<file path="config.mk">
export PLATFORM = sky130hd
export DESIGN_NAME = pipe_stage_skid
export DESIGN_NICKNAME = d
export VERILOG_FILES = /design/src/rtl/pipe_pkg.sv /design/src/rtl/sat_counter.sv /design/src/rtl/pipe_stage_skid.sv
export SDC_FILE = /design/constraint.sdc
export NUM_CORES = 1
export LEC_CHECK = 0
export ABC_AREA = 1
export CORE_ASPECT_RATIO = 1.2
export CORE_MARGIN = 2
export CORE_UTILIZATION = 43
export CTS_BUF_LIST = sky130_fd_sc_hd__clkbuf_2
export CTS_CLUSTER_DIAMETER = 150
export CTS_CLUSTER_SIZE = 40
export DETAILED_ROUTE_END_ITERATION = 16
export MAX_ROUTING_LAYER = met4
export PLACE_DENSITY = 0.7
export SYNTH_ARGS = -nofsm -noshare
export SYNTH_HDL_FRONTEND = slang
export SYNTH_SLANG_ARGS = --single-unit
export TNS_END_PERCENT = 30
</file>
<file path="constraint.sdc">
create_clock -name Clk -period 1.9 [get_ports Clk]
set_input_delay 0.38 -clock Clk [delete_from_list [all_inputs] [get_ports Clk]]
set_output_delay 0.38 -clock Clk [all_outputs]
set_load 0.02 [all_outputs]
</file>
<file path="src/rtl/pipe_pkg.sv">
// Shared pipeline-stage definitions: stage occupancy states, control-bundle
// field offsets and per-stage control widths / NOP values.
package pipe_pkg;

  typedef enum logic [1:0] {
    EMPTY = 2'd0,
    FULL  = 2'd1,
    SKID  = 2'd2
  } stage_state_t;

  // Control bundle field offsets (bit positions within the packed control word).
  localparam int ALU_OP_LSB   = 0;
  localparam int ALU_OP_W     = 4;
  localparam int RF_EN        = 4;
  localparam int HI_EN        = 5;
  localparam int LO_EN        = 6;
  localparam int MEM_EN       = 7;
  localparam int MEM_RW       = 8;
  localparam int MEM_SIZE_LSB = 9;
  localparam int MEM_SIZE_W   = 2;
  localparam int MEM_SIGNE    = 11;
  localparam int LOAD         = 12;
  localparam int PC8          = 13;
  localparam int CTRL_FULL_W  = 14;

  localparam int IFID_CTRL_W  = 1;
  localparam int IDEX_CTRL_W  = CTRL_FULL_W;
  localparam int EXMEM_CTRL_W = CTRL_FULL_W;
  localparam int MEMWB_CTRL_W = CTRL_FULL_W;

  localparam logic [IFID_CTRL_W-1:0]  IFID_CTRL_NOP  = '0;
  localparam logic [IDEX_CTRL_W-1:0]  IDEX_CTRL_NOP  = '0;
  localparam logic [EXMEM_CTRL_W-1:0] EXMEM_CTRL_NOP = '0;
  localparam logic [MEMWB_CTRL_W-1:0] MEMWB_CTRL_NOP = '0;

endpackage

</file>
<file path="src/rtl/sat_counter.sv">
// Saturating up-counter: increments on inc, sticks at all-ones, cleared by Reset.
module sat_counter #(
  parameter int CNT_W = 16
) (
  input  logic             Clk,
  input  logic             Reset,
  input  logic             inc,
  output logic [CNT_W-1:0] count
);

  logic [CNT_W-1:0] count_q, count_d;

  always_comb begin
    // NOTE: default assigned first so every path drives count_d and no latch is inferred.
    count_d = count_q;
    if (inc && (count_q != '1)) count_d = count_q + CNT_W'(1);
  end

  // NOTE: sequential state uses non-blocking assignments so all flops update together.
  always_ff @(posedge Clk) begin
    if (Reset) count_q <= '0;
    else       count_q <= count_d;
  end

  assign count = count_q;

endmodule

</file>
<file path="src/rtl/pipe_stage_skid.sv">
// Pipeline stage register with valid/ready handshake, optional 2-entry skid
// buffer (registered in_ready), flush-to-bubble and saturating perf counters.
module pipe_stage_skid #(
  parameter int                DATA_W   = 32,
  parameter int                CTRL_W   = 16,
  parameter logic [CTRL_W-1:0] CTRL_NOP = '0,
  parameter bit                SKID     = 1'b1,
  parameter int                CNT_W    = 16
) (
  input  logic              Clk,
  input  logic              Reset,
  input  logic              flush,
  input  logic              in_valid,
  output logic              in_ready,
  input  logic [CTRL_W-1:0] in_ctrl,
  input  logic [DATA_W-1:0] in_data,
  output logic              out_valid,
  input  logic              out_ready,
  output logic [CTRL_W-1:0] out_ctrl,
  output logic [DATA_W-1:0] out_data,
  output logic [CNT_W-1:0]  stall_cnt,
  output logic [CNT_W-1:0]  bubble_cnt
);

  // States are package-scoped because the SKID parameter shadows the enum literal.
  pipe_pkg::stage_state_t state_q, state_d;

  logic [CTRL_W-1:0] main_ctrl_q, skid_ctrl_q;
  logic [DATA_W-1:0] main_data_q, skid_data_q;
  logic              main_load, main_from_skid, skid_load;
  logic              accept, consume;

  assign out_valid = (state_q != pipe_pkg::EMPTY);
  assign accept    = in_valid && in_ready;
  assign consume   = out_valid && out_ready;

  always_comb begin
    state_d        = state_q;
    main_load      = 1'b0;
    main_from_skid = 1'b0;
    skid_load      = 1'b0;
    if (flush) begin
      state_d = pipe_pkg::EMPTY;
    end else begin
      unique case (state_q)
        pipe_pkg::EMPTY: if (accept) begin
          state_d   = pipe_pkg::FULL;
          main_load = 1'b1;
        end
        pipe_pkg::FULL: begin
          if (accept && consume) begin
            main_load = 1'b1;
          end else if (accept) begin
            state_d   = pipe_pkg::SKID;
            skid_load = 1'b1;
          end else if (consume) begin
            state_d = pipe_pkg::EMPTY;
          end
        end
        pipe_pkg::SKID: if (consume) begin
          state_d        = pipe_pkg::FULL;
          main_from_skid = 1'b1;
        end
        default: state_d = pipe_pkg::EMPTY;
      endcase
    end
  end

  always_ff @(posedge Clk) begin
    if (Reset) begin
      state_q     <= pipe_pkg::EMPTY;
      main_ctrl_q <= CTRL_NOP;
      main_data_q <= '0;
    end else begin
      state_q <= state_d;
      if (main_load) begin
        main_ctrl_q <= in_ctrl;
        main_data_q <= in_data;
      end else if (main_from_skid) begin
        main_ctrl_q <= skid_ctrl_q;
        main_data_q <= skid_data_q;
      end
    end
  end

  if (SKID) begin : g_skid
    logic rdy_q;

    // NOTE: skid entries are reset too, so nothing undefined can ever reach out_data.
    always_ff @(posedge Clk) begin
      if (Reset) begin
        skid_ctrl_q <= CTRL_NOP;
        skid_data_q <= '0;
        rdy_q       <= 1'b0;
      end else begin
        rdy_q <= (state_d != pipe_pkg::SKID);
        if (skid_load) begin
          skid_ctrl_q <= in_ctrl;
          skid_data_q <= in_data;
        end
      end
    end

    assign in_ready = rdy_q && !Reset;
  end else begin : g_noskid
    assign skid_ctrl_q = CTRL_NOP;
    assign skid_data_q = '0;
    assign in_ready    = !Reset && (!out_valid || out_ready);
  end

  // Control is masked whenever nothing valid is held; data keeps its last value.
  assign out_ctrl = out_valid ? main_ctrl_q : CTRL_NOP;
  assign out_data = main_data_q;

  sat_counter #(.CNT_W(CNT_W)) u_stall_cnt (
    .Clk   (Clk),
    .Reset (Reset),
    .inc   (out_valid && !out_ready),
    .count (stall_cnt)
  );

  sat_counter #(.CNT_W(CNT_W)) u_bubble_cnt (
    .Clk   (Clk),
    .Reset (Reset),
    .inc   (!out_valid),
    .count (bubble_cnt)
  );

endmodule
</file>
==> results.json, run 1 <==
{
  "yosys.area.top_type_share_pct": 43.69,
  "synth_nets": 943,
  "synth_area_leaders": "dfxtp_1, nand2_1, nor2_1, a21oi_1, nand3_1",
  "fin_crit_sh_pct": 107.9,
  "vias_per_cell": 4.907,
  "totalWireLength_um": 16200,
  "combPwrFrac_pct": 9.2,
  "power.total_mw": 4.811,
  "h-tree-depth": 4,
  "grt_antenna_before_repair": 1,
  "port_buffers": 134,
  "path_class": "flip-flop to primary output",
  "timing.final.crit_period_ps": 2049,
  "startpoint": "state_q[1]",
  "reg2reg_to": "out_data[27]",
  "synth_top_area_cell": "dfxtp_1",
  "rrSetupSlack_ps": 120,
  "rr_worst_depth": 7,
  "worstMarginPinSlew_ps": 879.3,
  "grt_pass1_wl_um": 25800,
  "critPathRequiredTime_ps": 1520,
  "syn_inst": 888,
  "clk_latency_ps": 700,
  "gp_congestion": 0.8340,
  "synth_common_cells": "nand2_1, nor2_1, dfxtp_1",
  "outcome": "finished with violations",
  "io_pins": 135,
  "start_util_pct": 43.80,
  "ir_worst_vdd_v": 0.0003307,
  "start_kind": "flip-flop",
  "synth-async-reset-ratio_pct": 0,
  "drt_iter0_drc": 392,
  "numCtsBuffers": 17,
  "max_cap_violations": 0,
  "min_path_type": "input pin to flip-flop",
  "fillers": 1321,
  "cp-endpoint": "out_ctrl[10]",
  "stdcell_area_mm2": 0.007916,
  "synthDistinctLibCells": 28,
  "violations": "negative setup slack",
  "path_common_cell": "buf_6",
  "crit_family": "buffers and inverters",
  "drive_gt1_share_pct": 17.06,
  "cts_hold_buf": 0,
  "firstDrtPassIters": 5,
  "synth_seq_area_share_pct": 43.69,
  "finalClockSkew_ps": 23.29,
  "hold_violations": 0,
  "power.density_mw_per_mm2": 607.8,
  "intPower_mw": 3.573,
  "worst_slack_ps": -149.3,
  "synth_most_common_cell": "nand2_1",
  "drc_errors": 0,
  "num_vias": 5991,
  "place_area_mm2": 0.007595,
  "rsz0062_at_grt": "true",
  "setup_viol": 17,
  "max_freq_ghz": 0.4880,
  "maxSlewViolCount": 0,
  "grt_overflow": 0,
  "path_buf_inv": 3,
  "clkPwrFrac_pct": 32.7,
  "track_usage_pct": 21.97,
  "grt_pass1_vias": 5369,
  "clkTransAtPathRegs_ps": 190,
  "ys.flop_type": "dfxtp_1",
  "leakage_nw": 3.277,
  "cts.path.max_buffers": 2,
  "fin_nets": 1092,
  "core.rowCount": 47,
  "path_depth": 5,
  "netSwitchingFraction_pct": 25.73,
  "cp_slowest_cell": "dfxtp_2",
  "power.switching_mw": 1.238,
  "reg2reg_from": "state_q[1]",
  "synth-seq-cells": 131,
  "dp_hpwl_um": 10440,
  "crit_arrival_ps": 1670,
  "syn_to_final_growth_pct": 31.89,
  "cts_tree": "built",
  "pwr-share-seq_pct": 58.1,
  "grt_max_degree": 49,
  "syn_area_mm2": 0.006002,
  "worstPathCellList": "nor2_4 > buf_6 > buf_4 > nor2_2 > buf_6",
  "fp.dieW_um": 111.9,
  "core_mm2": 0.01370,
  "critPathMaxFanout": 7,
  "die_h_um": 133.4,
  "yosys_warnings": 0,
  "die_area_mm2": 0.01492,
  "clock-root-buffer": "clkbuf_2",
  "synth_edf_count": 0,
  "end_kind": "primary output",
  "syn_area_per_cell_um2": 6.759,
  "post_drt_wl_per_cell_um": 13.27,
  "detail-route-antenna-nets": 0,
  "slew_headroom_pct": 41.38,
  "max_stage_delay_ps": 370,
  "cts_sinks": 131
}
layout make-up:
cell class | instances | area, um^2 | area share (%)
timing repair buffer | 176 | 1633 | 20.63
clock buffer | 22 | 110.1 | 1.391
inverter | 91 | 346.6 | 4.378
tap | 171 | 214.0 | 2.703
multi-input combinational | 620 | 2854 | 36.05
antenna | 1 | 2.502 | 0.03161
clock inverter | 9 | 88.84 | 1.122
sequential | 131 | 2668 | 33.70
worst reg2reg max path: cells and delay by family, from the launching register on:
| kind | cells | cell delay [ps] |
|---|---|---|
| AOI/OAI and AO/OA | 2 | 810 |
| DFF | 1 | 390 |
| buffers and inverters | 3 | 280 |
| and+or+nand+nor | 2 | 220 |
cells by family after synthesis:
group                      count (synthesis)  synth area share (%)
and+or+nand+nor                          445                 30.54
buffers and inverters                    138                 9.818
xor gates and xnor gates                  12                 1.751
adders and majority gates                  2                0.4169
DFF                                      131                 43.69
AOI/OAI and AO/OA                        160                 13.78
how the worst min path moves through the flow:
stage / start / end / slack, ps / cells past startpoint
CTS: Reset / main_ctrl_q[3] / 170 / 3
global placement: skid_ctrl_q[12] / skid_ctrl_q[12] / 430 / 2
finish: Reset / main_ctrl_q[3] / 210 / 3
global route: Reset / main_ctrl_q[2] / 160 / 3
floorplan: skid_ctrl_q[10] / skid_ctrl_q[10] / 420 / 2
detailed placement: skid_ctrl_q[14] / skid_ctrl_q[14] / 430 / 2
power groups by stage:
stage	Combinational [mW]	Clock, mW	Sequential (mW)
3_3_place_gp	0.437	0	2.86
2_1_floorplan	0.180	0	2.88
5_1_grt	0.480	1.74	2.80
6_report	0.443	1.57	2.80
4_1_cts	0.437	1.62	2.80
3_5_place_dp	0.440	0	2.86
state kept, by name, indices dropped and copies added, names as in the netlist:
name,count
u_stall_cnt.count,16
main_ctrl_q,16
skid_ctrl_q,16
out_data,32
g_skid.rdy_q,1
state_q,2
u_bubble_cnt.count,16
skid_data_q,32
through the flow:
step,worst slack [ps],std cells,hold slack (ps),utilization [%],TNS [ps]
CTS,-232.9,1217,167.8,57.18,-2618
global placement,-327.6,1178,431.1,55.43,-13750
floorplan,211.4,888,423.7,-,0
detailed placement,-419.5,1178,434.4,55.43,-15860
global route,-297.1,1221,163.0,57.78,-3827
finish,-149.3,1221,214.7,57.78,-1328
repair_timing:
action,CTS,global route
pin swaps,1,1
setup buffers,7,2
resized for setup,229,73
endpoints found under the setup margin,82,106
cloned,1,1
layout by cell type (no fill, tap or decap), types with 17 or more instances in the layout:
master	instances
dlygate4sd2_1	17
nand2_1	204
clkdlybuf4s15_2	20
dfxtp_1	101
clkdlybuf4s50_1	51
dfxtp_2	27
o21ai_0	49
clkbuf_2	37
a21oi_1	107
nor2_1	139
inv_1	87
buf_4	33
nand3_1	70
routing by layer:
metal  up-vias  global-route usage, %  share of wire, %
li1       3121                      -                 -
met1      2721                  26.03                44
met2       126                  36.26                50
met3        23                  5.505               4.4
met4         0                  7.956               1.9
met5         -                      -                 0
No activity file was read; power rests on OpenSTA's default activity.
==> run 2: changes to the inputs <==
--- a/config.mk
+++ b/config.mk
@@ -8,13 +8,13 @@
 export ABC_AREA = 1
 export CORE_ASPECT_RATIO = 1.2
 export CORE_MARGIN = 2
-export CORE_UTILIZATION = 43
+export CORE_UTILIZATION = 50
 export CTS_BUF_LIST = sky130_fd_sc_hd__clkbuf_2
 export CTS_CLUSTER_DIAMETER = 150
 export CTS_CLUSTER_SIZE = 40
 export DETAILED_ROUTE_END_ITERATION = 16
 export MAX_ROUTING_LAYER = met4
-export PLACE_DENSITY = 0.7
+export PLACE_DENSITY = 0.79
 export SYNTH_ARGS = -nofsm -noshare
 export SYNTH_HDL_FRONTEND = slang
 export SYNTH_SLANG_ARGS = --single-unit
==> run 2 against run 1 <==
  * The flow still finishes with violations (negative setup slack)
  * Sequential cell count is the same
  * Via count shrank 0.37%
  * Maximum frequency grew 5.0%
  * Critical path type unchanged
  * Non-clock buffer count shrank 12
  * Largest power group unchanged
==> results.json, run 2 (synthesis gave the netlist of run 1 again) <==
{
  "start_util_pct": 51.65,
  "path_class": "flip-flop to primary output",
  "io_pins": 135,
  "cp_slowest_cell": "dfxtp_2",
  "clkTransAtPathRegs_ps": 180,
  "syn_to_final_growth_pct": 27.98,
  "critPathMaxFanout": 21,
  "drive_gt1_share_pct": 12.36,
  "power.switching_mw": 1.243,
  "crit_family": "buffers and inverters",
  "drt_iter0_drc": 373,
  "crit_arrival_ps": 1570,
  "grt_overflow": 0,
  "leakage_nw": 3.277,
  "core.rowCount": 43,
  "h-tree-depth": 4,
  "rsz0062_at_grt": "true",
  "power.density_mw_per_mm2": 623.0,
  "pre_cts_slack_ps": -359.5,
  "grt_antenna_before_repair": 1,
  "slew_headroom_pct": 38.50,
  "regArea_mm2": 0.002658,
  "post_drt_wl_per_cell_um": 12.65,
  "track_usage_pct": 24.54,
  "detail-route-antenna-nets": 0,
  "dp_hpwl_um": 9998,
  "grt_pass1_wl_um": 25060,
  "cts_tree": "built",
  "hold_violations": 0,
  "fin_crit_sh_pct": 102.8,
  "gp_congestion": 0.8814,
  "totalWireLength_um": 15100,
  "outcome": "finished with violations",
  "power.total_mw": 4.786,
  "fillers": 1094,
  "grt_pass1_vias": 5352,
  "path_buf_inv": 3,
  "violations": "negative setup slack",
  "grt_max_degree": 53,
  "multi_input_area_mm2": 0.002805,
  "finalClockSkew_ps": 33.82,
  "netSwitchingFraction_pct": 25.97,
  "cts_hold_buf": 0,
  "critPathRequiredTime_ps": 1520,
  "clock-root-buffer": "clkbuf_2",
  "port_buffers": 134,
  "worstPathCellList": "nor2_4 > buf_12 > inv_2 > buf_4",
  "cts_sinks": 131,
  "worst_slack_ps": -52.52,
  "end_kind": "primary output",
  "cts.path.max_buffers": 2,
  "clkPwrFrac_pct": 32.6,
  "max_cap_violations": 0,
  "max_freq_ghz": 0.5122,
  "hold_slack_ps": 162.1,
  "clk_latency_ps": 670,
  "ir_worst_vdd_v": 0.0003822,
  "fp.dieW_um": 104.0,
  "combPwrFrac_pct": 8.9,
  "setup_viol": 2,
  "pwr-share-seq_pct": 58.5,
  "die_h_um": 124.0,
  "max_stage_delay_ps": 380,
  "layout_common_cells": "nand2_1, nor2_1, a21oi_1, dfxtp_1, inv_1",
  "die_area_mm2": 0.01290,
  "worstMarginPinSlew_ps": 920.4,
  "numCtsBuffers": 17,
  "maxSlewViolCount": 0,
  "drc_errors": 0,
  "intPower_mw": 3.543,
  "num_vias": 5969,
  "vias_per_cell": 4.999,
  "start_kind": "flip-flop",
  "fin_nets": 1079,
  "final_common_cell": "nand2_1",
  "firstDrtPassIters": 5,
  "min_path_type": "input pin to flip-flop",
  "core_mm2": 0.01162,
  "timing.final.crit_period_ps": 1953
}
## run 2: cell count changes in the layout (fill, tap and decap cells not counted), moves of 9 or more
cell             change
clkdlybuf4s15_2     -17
clkbuf_2            -11
dlygate4sd2_1       +19
buf_6               -15
buf_2                +9
## run 2: path summary, 6_finish.rpt
path	startpoint	to	slack (ps)	cells past startpoint
setup / recovery	state_q[0]	out_valid	-50	4
hold / removal	Reset	u_bubble_cnt.count[11]	160	3
setup reg to reg	state_q[0]	out_data[1]	160	6
hold reg to reg	skid_data_q[3]	skid_data_q[3]	450	2
## run 2: area by class of cell
type,instances,area share [%]
Antenna cell,1,0.03258
Clock buffer,18,1.173
Clock inverter,13,1.547
Inverter,91,4.447
Multi-Input combinational cell,619,36.52
Sequential cell,131,34.60
Tap cell,157,2.557
Timing Repair Buffer,164,19.12
## run 2: per-stage QoR
step                util, %  std cells  setup TNS, ps  cell area (um^2)
floorplan                 -        888              0              6002
global placement      65.16       1160         -12520              7572
detailed placement    65.16       1160         -13820              7572
CTS                   66.09       1192          -1156              7680
global route          66.10       1194          -2112              7681
finish                66.10       1194         -56.00              7681
## run 2: per-layer routing
metal | up-vias | part of all wire, % | routed length [um] | track usage (%)
met5 | - | 0 | 0 | -
met4 | 0 | 2.2 | 325 | 8.277
met3 | 27 | 5.5 | 836 | 5.704
met2 | 170 | 49 | 7370 | 41.78
met1 | 2689 | 44 | 6572 | 28.89
li1 | 3083 | - | - | -
## run 2: what timing repair did
action	4_1_cts	5_1_grt
buffers inserted	1	1
endpoints found under the setup margin	82	67
gates resized for setup	169	42
## run 2: worst register-to-register path, cell delays in order (launching register included)
cell     delay (ps)
dfxtp_2         410
nand2_1         100
nand3_1         120
inv_2            60
a21oi_4         730
a21oi_1         140
nor2_1          130
## run 2: power groups by stage
stage / Clock, mW / Sequential [mW] / Combinational [mW]
floorplan: 0 / 2.88 / 0.180
global placement: 0 / 2.86 / 0.431
detailed placement: 0 / 2.86 / 0.434
CTS: 1.60 / 2.80 / 0.425
global route: 1.72 / 2.81 / 0.465
finish: 1.56 / 2.80 / 0.424
